$ cat src/rtl/regfile_arbiter.sv
// Round-robin arbiter sharing a single-port register file between requesters A and B.
// Each granted access runs as a fixed IDLE -> ACCESS -> DONE transaction.
module regfile_arbiter #(
    parameter int DATA_W = 8,
    parameter int ADDR_W = 2
) (
    input  logic              clk,
    input  logic              rst,
    input  logic              a_req,
    input  logic              a_we,
    input  logic [ADDR_W-1:0] a_addr,
    input  logic [DATA_W-1:0] a_wdata,
    output logic              a_ack,
    output logic [DATA_W-1:0] a_rdata,
    input  logic              b_req,
    input  logic              b_we,
    input  logic [ADDR_W-1:0] b_addr,
    input  logic [DATA_W-1:0] b_wdata,
    output logic              b_ack,
    output logic [DATA_W-1:0] b_rdata,
    output logic [ADDR_W-1:0] rf_addr,
    output logic [DATA_W-1:0] rf_data,
    output logic              rf_write,
    input  logic [DATA_W-1:0] rf_out,
    output logic              busy
);

    typedef enum logic [1:0] {
        IDLE   = 2'd0,
        ACCESS = 2'd1,
        DONE   = 2'd2
    } state_t;

    state_t            r_state;
    state_t            w_next;
    logic              r_prio;     // 0 = A has priority, 1 = B
    logic              r_winner;   // 0 = A granted, 1 = B
    logic              r_we;
    logic [ADDR_W-1:0] r_addr;
    logic [DATA_W-1:0] r_data;
    logic [DATA_W-1:0] r_a_rdata;
    logic [DATA_W-1:0] r_b_rdata;
    logic              w_any_req;
    logic              w_pick_b;

    assign w_any_req = a_req | b_req;
    assign w_pick_b  = (a_req && b_req) ? r_prio : b_req;

    // NOTE: sequential state uses non-blocking assignments so every flop samples pre-edge values.
    always_ff @(posedge clk or negedge rst) begin
        if (!rst) r_state <= IDLE;
        else      r_state <= w_next;
    end

    // NOTE: default first in every always_comb, so no path leaves a signal unassigned (no latch).
    always_comb begin
        w_next = r_state;
        case (r_state)
            IDLE:    if (w_any_req) w_next = ACCESS;
            ACCESS:  w_next = DONE;
            DONE:    w_next = IDLE;
            default: w_next = IDLE;
        endcase
    end

    // rf_write is decoded from state so an async reset removes it in the same cycle.
    always_comb begin
        rf_write = 1'b0;
        a_ack    = 1'b0;
        b_ack    = 1'b0;
        busy     = (r_state != IDLE);
        case (r_state)
            ACCESS:  rf_write = r_we;
            DONE: begin
                a_ack = ~r_winner;
                b_ack = r_winner;
            end
            default: ;
        endcase
    end

    always_ff @(posedge clk or negedge rst) begin
        if (!rst) begin
            r_prio    <= 1'b0;
            r_winner  <= 1'b0;
            r_we      <= 1'b0;
            r_addr    <= '0;
            r_data    <= '0;
            r_a_rdata <= '0;
            r_b_rdata <= '0;
        end else begin
            case (r_state)
                IDLE: if (w_any_req) begin
                    r_winner <= w_pick_b;
                    r_we     <= w_pick_b ? b_we   : a_we;
                    r_addr   <= w_pick_b ? b_addr : a_addr;
                    // Reads leave the data pins at their last written value.
                    if (w_pick_b ? b_we : a_we)
                        r_data <= w_pick_b ? b_wdata : a_wdata;
                end
                ACCESS: if (!r_we) begin
                    if (r_winner) r_b_rdata <= rf_out;
                    else          r_a_rdata <= rf_out;
                end
                DONE:    r_prio <= ~r_prio;
                default: ;
            endcase
        end
    end

    assign rf_addr = r_addr;
    assign rf_data = r_data;
    assign a_rdata = r_a_rdata;
    assign b_rdata = r_b_rdata;

endmodule
$ cat config.mk
export PLATFORM = sky130hd
export DESIGN_NAME = regfile_arbiter
export DESIGN_NICKNAME = d
export VERILOG_FILES = /design/src/rtl/regfile_arbiter.sv
export SDC_FILE = /design/constraint.sdc
export NUM_CORES = 1
export LEC_CHECK = 0
export CAP_MARGIN = 20
export CORE_ASPECT_RATIO = 1.4
export CORE_UTILIZATION = 30
export CTS_BUF_LIST = sky130_fd_sc_hd__clkbuf_8
export DETAILED_ROUTE_END_ITERATION = 7
export SLEW_MARGIN = 20
export SYNTH_ARGS = -nofsm -noshare
export SYNTH_HDL_FRONTEND = slang
export SYNTH_SLANG_ARGS = --single-unit
$ cat constraint.sdc
create_clock -name clk -period 2.5 [get_ports clk]
set_input_delay 0.5 -clock clk [delete_from_list [all_inputs] [get_ports clk]]
set_output_delay 0.5 -clock clk [all_outputs]
set_load 0.02 [all_outputs]
# Word-level counts from Yosys, hierarchy flattened
# Cells that the tools add are included.
# totals
reg_bits,31
in_bits,34
out_inout_bits,30
# op_classes
n_eq_ne,3
muxes,9
bitwise,4
n_reduce_logical,7
# op_table
operator,count
$reduce_and A3 Y1,3
$mux W8,1
$mux W1,5
$mux W2,2
$pmux W2 S2,1
$not A1 Y1,3
$eq A2 B1 Y1 const B,1
$eq A2 B2 Y1 const B,1
$logic_not A2 Y1,1
$ne A2 B2 Y1 const B,1
$reduce_and A2 Y1,1
$reduce_bool A2 Y1,1
$logic_and A1 B1 Y1,1
$or A1 B1 Y1,1

# Longest topological paths before layout
# Gate-level depths: netlist (run 1).
# logic_depth
depth_word,4
ltp_mapped,5
ltp_nobuf,4

# Worst setup path before layout (run 1)
# Ideal clock, no wire load.
# synth_path
path_kind,flip-flop to flip-flop
from,reg r_state[1]
to,"reg r_b_rdata[0], in the netlist b_rdata[0]"
setup_time_ns,0.125
t_arrival_ns,1.230
t_required_ns,2.375
path_slack_ns,1.145
path_stages_with_launch,4
path_buffers,0
period_less_slack_ns,1.355
cell_sequence,dfrtp_1 nor2b_4 nor3b_4 mux2_2
# synth_via
elab_chain_len,2
# synth_lines
item,line_no,text
from (decl),34,state_t r_state;
from (signal assigned),52,else r_state <= w_next;
$eq A2 B1 Y1,92,case (r_state)
$reduce_and A3 Y1 (no source line),n/a,
to (signal assigned),102,if (r_winner) r_b_rdata <= rf_out;
to (decl),42,logic [DATA_W-1:0] r_b_rdata;
# No other way between the ends.
# A chain may end at the register's enable or synchronous reset.

# Worst setup path in the final report (run 1)
# layout_path
from,reg r_state[0]
to,out a_ack
# layout_via
elab_chain_len,2
# layout_lines
item,line_no,text
$eq A2 B2 Y1,72,case (r_state)
$mux W1,72,
to (decl),13,"output logic a_ack,"
# No other way between the ends.

==> impl_metrics.csv, run 1 <==
group,metric,value,unit
outcome,status,"complete, but fails checks",
outcome,violations,"design-rule violations",
job,maxCapViolCount,0,
place,io_buffers,63,
critical_path,crit_arrival,1.60,ns
route,vias,1021,
global_route,grt_pass1_vias,1124,
clock_tree,cts.path.max_buffers,2,
clock_tree,cts_tree,"yes",
sta,final-hold-violation-count,0,
critical_path,cp-startpoint,"r_state[0]",
floorplan,die_area,4600,µm²
global_route,grt_overflow_total,0,
sta,grt_setup_unrepaired,"false",
clock_tree,clock_sinks,31,
critical_path,cp_max_fo,3,
clock_tree,post_cts_resized,0,
clock_tree,htree_levels,2,
yosys,synth_area_leaders,"dfrtp_1 60%, mux2_2 14%, a2bb2oi_1 5.4%",
global_route,grt_pass1_wl,5.18,mm
route,antenna_left,0,
yosys,ys_top_cells_by_count,"31 x dfrtp_1, 16 x mux2_2, 8 x a2bb2oi_1, 8 x o22ai_1",
place,hpwlAfterDp,2.43,mm
yosys,synth_area,1300,µm²
yosys,synth-seq-area-share,59.8,%
floorplan,num_rows,27,
clock_tree,clk_pin_slew_worst_paths,0.06,ns
final_layout,final_cells,208,
critical_path,endpoint,"a_ack",
critical_path,reg2reg_slack,0.96,ns
yosys,yosys_warnings,0,
yosys,ys_types,21,
critical_path,start_kind,"flop",
route,dr_wl_met3,321,µm
clock_tree,numCtsBuffers,5,
route,wl_met2,1.58,mm
yosys,synth_most_common_cell,"dfrtp_1",
clock_tree,cts_root_buf,"clkbuf_8",
global_route,grt.total_usage,15.3,%
pwr,total_power,2810,µW
route,wl,3.14,mm
global_route,antenna_found_initial,0,
final_layout,syn_to_final_growth,62.6,%
yosys,ys_ff_latch,31,
place,gp_congestion,0.710,
pwr,p_leak,0.000880,µW
route,post-route-drc-count,9,
critical_path,r2r-start,"r_state[1]",
clock_tree,postCtsSetupRepairBufs,0,
place,placed_cells,200,
sta,tns,0,ns
yosys,synth_fp_nets,127,
floorplan,io_pins,64,
final_layout,diodes,0,
critical_path,worst_ep_required_time,2.00,ns
route,top_layer,"met4",
floorplan,start_util,32.0,%
sta,maxSlewViolCount,0,
final_layout,nets,198,
sta,post-route-period-util,83.8,%
critical_path,path_class,"reg -> out",
sta,fmax,0.477,GHz
final_layout,drive_gt1_share,19.4,%
floorplan,coreArea,4050,µm²
sta,finalSetupViolCount,0,
global_route,grt_max_degree,32,
route,first_pass_iters,6,
yosys,synthFlopType,"dfrtp_1",
pwr,powerDensity,1330,nW/µm²
floorplan,die_x,57.6,µm
clock_tree,hold_buffers,0,
yosys,synth_edf_count,0,
final_layout,n_fill_cell,364,
hold_path,hold_class,"reg -> reg",
yosys,synth.top_cell.area_share,59.8,%
floorplan,die_h,79.8,µm
pwr,peakVddDrop,0.000488,V
route,drtIter0Drc,25,
yosys,avgSynthCellArea,14.0,µm²
critical_path,r2r-end,"b_rdata[6]",
sta,finClkSkew,0.00407,ns
critical_path,worst_setup_path_end_kind,"output port",
yosys,synthArstFlopShare,100,%
clock_tree,clkLatencyLatePin,0.28,ns
route,wl_per_cell,15.1,µm
sta,relSlewSlack,67.3,%
sta,fin_crit,2.10,ns
yosys,postSynthCellCount,93,
route,wl_met1,1.19,mm
route,routed_via_density,4.91,
yosys,synth_top_area_cell,"dfrtp_1",
sta,tightest_slew,0.489,ns
critical_path,worst_r2r_path_depth,3,
==> metrics by stage <==
stage / util, % / hold slack, ns / setup WS (ns) / instance area [µm²]
finish: 52.0 / 0.489 / 0.405 / 2110
global route: 52.0 / 0.525 / 0.322 / 2110
CTS: 52.0 / 0.501 / 0.377 / 2110
detailed placement: 49.1 / 0.487 / 0.420 / 1990
global placement: 49.1 / 0.467 / 0.500 / 1990
floorplan: - / 0.204 / 1.15 / 1300
==> kinds of logic (layout without fill, tap and decap cells) <==
group | Yosys count | after routing | share of synthesized area [%]
AO/OA/AOI/OAI | 23 | 23 | 13.5
AND/OR/NAND/NOR | 15 | 15 | 9.06
XOR/XNOR | 1 | 1 | 0.675
multiplexers | 18 | 18 | 15.4
flip-flops | 31 | 31 | 59.8
buffers and inverters | 5 | 77 | 1.54
==> registers in the layout, indices dropped and copies added, names as in the netlist <==
name      flops
a_rdata       8
b_rdata       8
rf_data       8
r_state       2
rf_addr       2
r_prio        1
r_we          1
r_winner      1
==> area by class of cell <==
type | instances | area (µm²) | share of cell area [%]
Clock buffer | 6 | 82.6 | 3.91
Inverter | 4 | 15.0 | 0.712
Clock inverter | 2 | 35.0 | 1.66
Sequential cell | 31 | 776 | 36.8
Timing Repair Buffer | 65 | 646 | 30.6
Multi-Input combinational cell | 57 | 502 | 23.8
Tap cell | 43 | 53.8 | 2.55
==> layout by cell type, fill, tap and decap left out, types with 2 or more instances in the layout <==
cell,instances
clkdlybuf4s50_1,63
dfrtp_1,31
mux2_2,16
o22ai_1,8
a2bb2oi_1,8
clkbuf_8,6
nor2_1,4
inv_1,4
o21ai_0,4
nand2_1,3
mux2i_1,2
nor3b_4,2
buf_4,2
==> routing by layer <==
metal	vias up	track usage, %
li1	486	-
met1	479	15.7
met2	51	27.1
met3	5	6.16
met4	0	5.85
met5	-	0
==> how the worst min path moves through the flow <==
stage          cells past startpoint          to        from  slack (ns)
6_report                           2  rf_addr[0]  rf_addr[0]        0.49
4_1_cts                            1      r_prio      r_prio        0.50
3_3_place_gp                       2  rf_addr[1]  rf_addr[1]        0.47
2_1_floorplan                      0  a_rdata[0]         rst        0.20
5_1_grt                            1      r_prio      r_prio        0.52
3_5_place_dp                       2  rf_addr[0]  rf_addr[0]        0.49
==> power breakdown <==
group          switching, µW  internal [µW]  leakage (µW)
sequential               154            755      0.000363
combinational            648            756      0.000456
clock                    178            322     0.0000612
==> critical path, stage by stage (launching register included) <==
cell and delay [ns]:
dfrtp_1 0.39, nand2b_1 0.20, nor2_1 0.12, clkdlybuf4s50_1 0.61
No activity file was read; power rests on OpenSTA's default activity.
==> run 2: changes to the inputs <==
clock period = 1.88 ns   (was 2.5 ns; I/O delays follow)
==> impl_metrics.csv, run 2 (synthesis gave the netlist of run 1 again) <==
group,metric,value,unit
place,placed_area,2010,µm²
hold_path,min_path_cells,2,
outcome,status,"complete, but fails checks",
floorplan,start_util,32.0,%
place,hpwlAfterDp,2.49,mm
critical_path,critical_path.max_stage_delay,0.42,ns
place,gp_congestion,0.802,
sta,fmax,0.581,GHz
critical_path,crit_chain,"nor2_1 > inv_1 > dlygate4sd2_1",
critical_path,worst_setup_path_end_kind,"output port",
critical_path,critical_path_buf_inv_count,2,
global_route,grt_max_degree,32,
sta,tns,0,ns
pwr,powerDensity,1700,nW/µm²
job,maxCapViolCount,0,
route,wl,3.22,mm
final_layout,mostFrequentLayoutCell,"clkdlybuf4s50_1",
route,first_pass_iters,5,
clock_tree,cts_root_buf,"clkbuf_8",
route,post-route-drc-count,9,
final_layout,drive_gt1_share,19.2,%
global_route,grt_overflow_total,0,
clock_tree,clk_pin_slew_worst_paths,0.06,ns
floorplan,coreArea,4050,µm²
global_route,grt_pass1_wl,5.09,mm
hold_path,hold_path_startpoint,"rf_addr[0]",
critical_path,critPathTopFamily,"buffers and inverters",
final_layout,diodes,0,
outcome,violations,"design-rule violations",
final_layout,mostFrequentLayoutCells,"59 x clkdlybuf4s50_1, 31 x dfrtp_1, 16 x mux2_2",
clock_tree,clkLatencyLatePin,0.28,ns
route,drtIter0Drc,41,
route,antenna_left,0,
critical_path,crit_arrival,1.35,ns
global_route,grt.total_usage,14.8,%
sta,final-hold-violation-count,0,
clock_tree,cts_tree,"yes",
global_route,grt_pass1_vias,1118,
sta,fin_crit,1.72,ns
final_layout,nets,200,
place,io_buffers,63,
critical_path,r2r-start,"r_state[1]",
route,vias,1025,
sta,tightest_slew,0.528,ns
final_layout,utilization,51.4,%
final_layout,final_area,2080,µm²
pwr,peakVddDrop,0.000689,V
clock_tree,hold_buffers,0,
global_route,antenna_found_initial,0,
sta,grt_setup_unrepaired,"false",
critical_path,cpMaxStageDelayCell,"dfrtp_1",
hold_path,hold_class,"reg -> reg",
floorplan,die_h,79.8,µm
critical_path,worst_ep_required_time,1.50,ns
clock_tree,clock_sinks,31,
critical_path,path_class,"reg -> out",
critical_path,cp-startpoint,"r_state[1]",
route,wl_per_cell,15.3,µm
floorplan,num_rows,27,
sta,maxSlewViolCount,0,
floorplan,die_area,4600,µm²
sta,finalSetupViolCount,0,
floorplan,io_pins,64,
critical_path,start_kind,"flop",
pwr,p_leak,0.000893,µW
floorplan,die_x,57.6,µm
clock_tree,cts.path.max_buffers,2,
sta,holdWs,0.480,ns
clock_tree,numCtsBuffers,5,
final_layout,syn_to_final_growth,60.6,%
clock_tree,postCtsSetupRepairBufs,0,
sta,relSlewSlack,64.6,%
critical_path,cp_num_cells,3,
clock_tree,htree_levels,2,
sta,post-route-period-util,91.6,%
route,routed_via_density,4.88,
critical_path,cp_max_fo,3,
sta,finClkSkew,0.00810,ns
critical_path,worst_r2r_path_depth,3,
run 2: cell count changes in the layout (fill, tap and decap cells not counted), sizes merged:
cell,delta
inv,+2
clkdlybuf4s50,-4
clkbuf,-1
dlygate4sd2,+4
buf,+2
bufinv,-1
run 2: area by class of cell:
type	instances	area [µm²]
timing repair buffer	67	656
clock inverter	3	12.5
fill	388	1970
clock buffer	5	68.8
sequential	31	776
inverter	4	15.0
multi-input combinational	57	502
tap	43	53.8
run 2: repair_timing:
action | 4_1_cts | 5_1_grt
gates resized for setup | 4 | 0
endpoints found under the hold margin | 0 | 0
setup endpoints to repair | 4 | 0
run 2: metal layers:
metal	up-vias	share of wire, %	GRT usage, %	routed length (µm)
met5	-	0	0	0
met4	0	1.8	5.85	57
met3	5	10	4.54	326
met2	50	48	26.9	1550
met1	485	40	15.7	1290
li1	485	-	-	-
run 2: path summary, 6_finish.rpt:
| path | end | slack [ns] |
|---|---|---|
| min in group asynchronous | rf_addr[1] | 0.50 |
| setup / recovery | busy | 0.16 |
| max in group asynchronous | rf_data[0] | 1.08 |
| setup reg to reg | b_rdata[5] | 0.35 |
| hold reg to reg | rf_addr[0] | 0.48 |
| hold / removal | rf_addr[0] | 0.48 |
run 2: worst min-delay path: stages, from the launching register on:
cell	delay, ns
dfrtp_1	0.34
nand2_1	0.04
o21ai_0	0.06
run 2: metrics by stage:
stage | total power, µW | instances | setup WS [ns]
6_report | 3550 | 210 | 0.159
5_1_grt | 3770 | 210 | 0.0877
4_1_cts | 3600 | 210 | 0.147
3_5_place_dp | 3140 | 202 | -0.0129
3_3_place_gp | 3090 | 202 | 0.0584
2_1_floorplan | 2230 | 93 | 0.525
run 2: report_power, final:
part	internal, µW	switching, µW
logic	998	886
registers	1000	190
clock network	248	220
==> run 3: changes to the inputs <==
PLACE_DENSITY = 0.74   (was not set)
==> impl_metrics.csv, run 3 (synthesis gave the netlist of run 1 again) <==
group,metric,value,unit
outcome,status,"complete, but fails checks",
outcome,violations,"design-rule violations",
floorplan,die_h,79.8,µm
sta,fin_crit,1.70,ns
critical_path,r2r-start,"r_state[1]",
final_layout,nets,201,
global_route,antenna_found_initial,0,
place,dpl_worst_slack,-0.0166,ns
global_route,grt_pass1_vias,1127,
clock_tree,postCtsSetupRepairBufs,0,
pwr,p_leak,0.000904,µW
route,wl_per_cell,15.7,µm
global_route,grt_overflow_total,0,
final_layout,mostFrequentLayoutCell,"clkdlybuf4s50_1",
clock_tree,cts_root_buf,"clkbuf_8",
sta,post-route-period-util,90.6,%
clock_tree,cts_tree,"yes",
pwr,peakVddDrop,0.000754,V
final_layout,syn_to_final_growth,62.6,%
clock_tree,clock_sinks,31,
sta,finalSetupViolCount,0,
route,routed_via_density,4.95,
clock_tree,clkLatencyLatePin,0.28,ns
critical_path,worst_setup_path_end_kind,"output port",
hold_path,hold_path_startpoint,"rf_addr[0]",
final_layout,seqCellArea,776,µm²
final_layout,drive_gt1_share,20.2,%
sta,relSlewSlack,66.4,%
critical_path,cp_max_fo,3,
sta,fmax,0.587,GHz
route,wl_met2,1.78,mm
critical_path,reg2reg_slack,0.33,ns
hold_path,hold_class,"reg -> reg",
final_layout,n_fill_cell,369,
sta,tightest_slew,0.503,ns
route,wl,3.31,mm
route,first_pass_iters,8,
critical_path,worst_r2r_path_depth,4,
critical_path,path_class,"reg -> out",
clock_tree,clk_pin_slew_worst_paths,0.06,ns
place,io_buffers,63,
clock_tree,post_cts_resized,4,
critical_path,worst_ep_required_time,1.50,ns
hold_path,holdPathEnd,"rf_addr[0]",
place,gp_congestion,0.767,
clock_tree,numCtsBuffers,5,
route,wl_met1,1.17,mm
global_route,grt.total_usage,16.0,%
global_route,grt_pass1_wl,5.46,mm
sta,maxSlewViolCount,0,
critical_path,r2r-end,"a_rdata[5]",
clock_tree,htree_levels,2,
global_route,grt_max_degree,32,
floorplan,io_pins,64,
floorplan,die_x,57.6,µm
floorplan,coreArea,4050,µm²
route,post-route-drc-count,10,
sta,grt_setup_unrepaired,"false",
clock_tree,hold_buffers,0,
sta,final-hold-violation-count,0,
floorplan,num_rows,27,
clock_tree,cts.path.max_buffers,2,
route,vias,1044,
route,antenna_left,0,
hold_path,min_path_cells,2,
floorplan,start_util,32.0,%
route,drtIter0Drc,64,
final_layout,multi_input_area,502,µm²
final_layout,mostFrequentLayoutCells,"59 x clkdlybuf4s50_1, 31 x dfrtp_1, 16 x mux2_2",
final_layout,diodes,0,
sta,fin_ws,0.176,ns
final_layout,utilization,52.0,%
critical_path,start_kind,"flop",
place,hpwlAfterDp,2.54,mm
critical_path,crit_arrival,1.33,ns
route,dr_wl_met3,360,µm
job,maxCapViolCount,0,
route,top_layer,"met3",
floorplan,die_area,4600,µm²
pwr,powerDensity,1730,nW/µm²
sta,finClkSkew,0.00338,ns
[run 3: changes by cell type in the layout (fill, tap and decap cells not counted), sizes merged]
| cell | previous run | this run |
|---|---|---|
| buf | 4 | 5 |
| clkbuf | 5 | 7 |
| clkinv | 1 | 0 |
| inv | 6 | 5 |
[run 3: layout make-up]
cell class | count | share of cell area, %
Timing Repair Buffer | 68 | 31.4
Clock inverter | 1 | 0.178
Multi-Input combinational cell | 57 | 23.8
Sequential cell | 31 | 36.8
Tap cell | 43 | 2.55
Clock buffer | 7 | 4.57
Inverter | 4 | 0.712
[run 3: worst max-delay path, stage by stage (launching register included)]
cell           delay [ns]
dfrtp_1              0.42
nor2_1               0.17
inv_1                0.12
dlygate4sd2_1        0.34
[run 3: report_power, final]
| part | switching (µW) | internal [µW] | leakage, µW |
|---|---|---|---|
| combinational | 881 | 1000 | 0.000485 |
| clock | 233 | 328 | 0.0000557 |
| sequential | 203 | 1000 | 0.000363 |
| total | 1320 | 2330 | 0.000904 |
[run 3: worst max path at each step]
stage,from,endpoint,slack (ns)
2_1_floorplan,r_state[1],b_rdata[0],0.53
3_3_place_gp,a_req,rf_data[1],0.07
3_5_place_dp,a_req,rf_data[5],-0.02
4_1_cts,r_state[1],busy,0.17
5_1_grt,r_state[1],busy,0.1
6_report,r_state[1],busy,0.18
[run 3: metal layers]
metal	GRT usage (%)	vias to the layer above
met5	0	-
met3	5.35	0
li1	-	488
met1	15.5	498
met4	5.85	0
met2	30.3	58
[run 3: through the flow]
stage,instances,area (µm²),hold WS (ns),total power [µW],TNS [ns]
after global placement,203,2010,0.464,3070,0
after global routing,211,2110,0.513,3880,0
after detailed placement,203,2010,0.471,3140,-0.0357
final,211,2110,0.481,3650,0
after CTS,211,2110,0.485,3700,0
after floorplan,93,1300,0.0804,2230,0
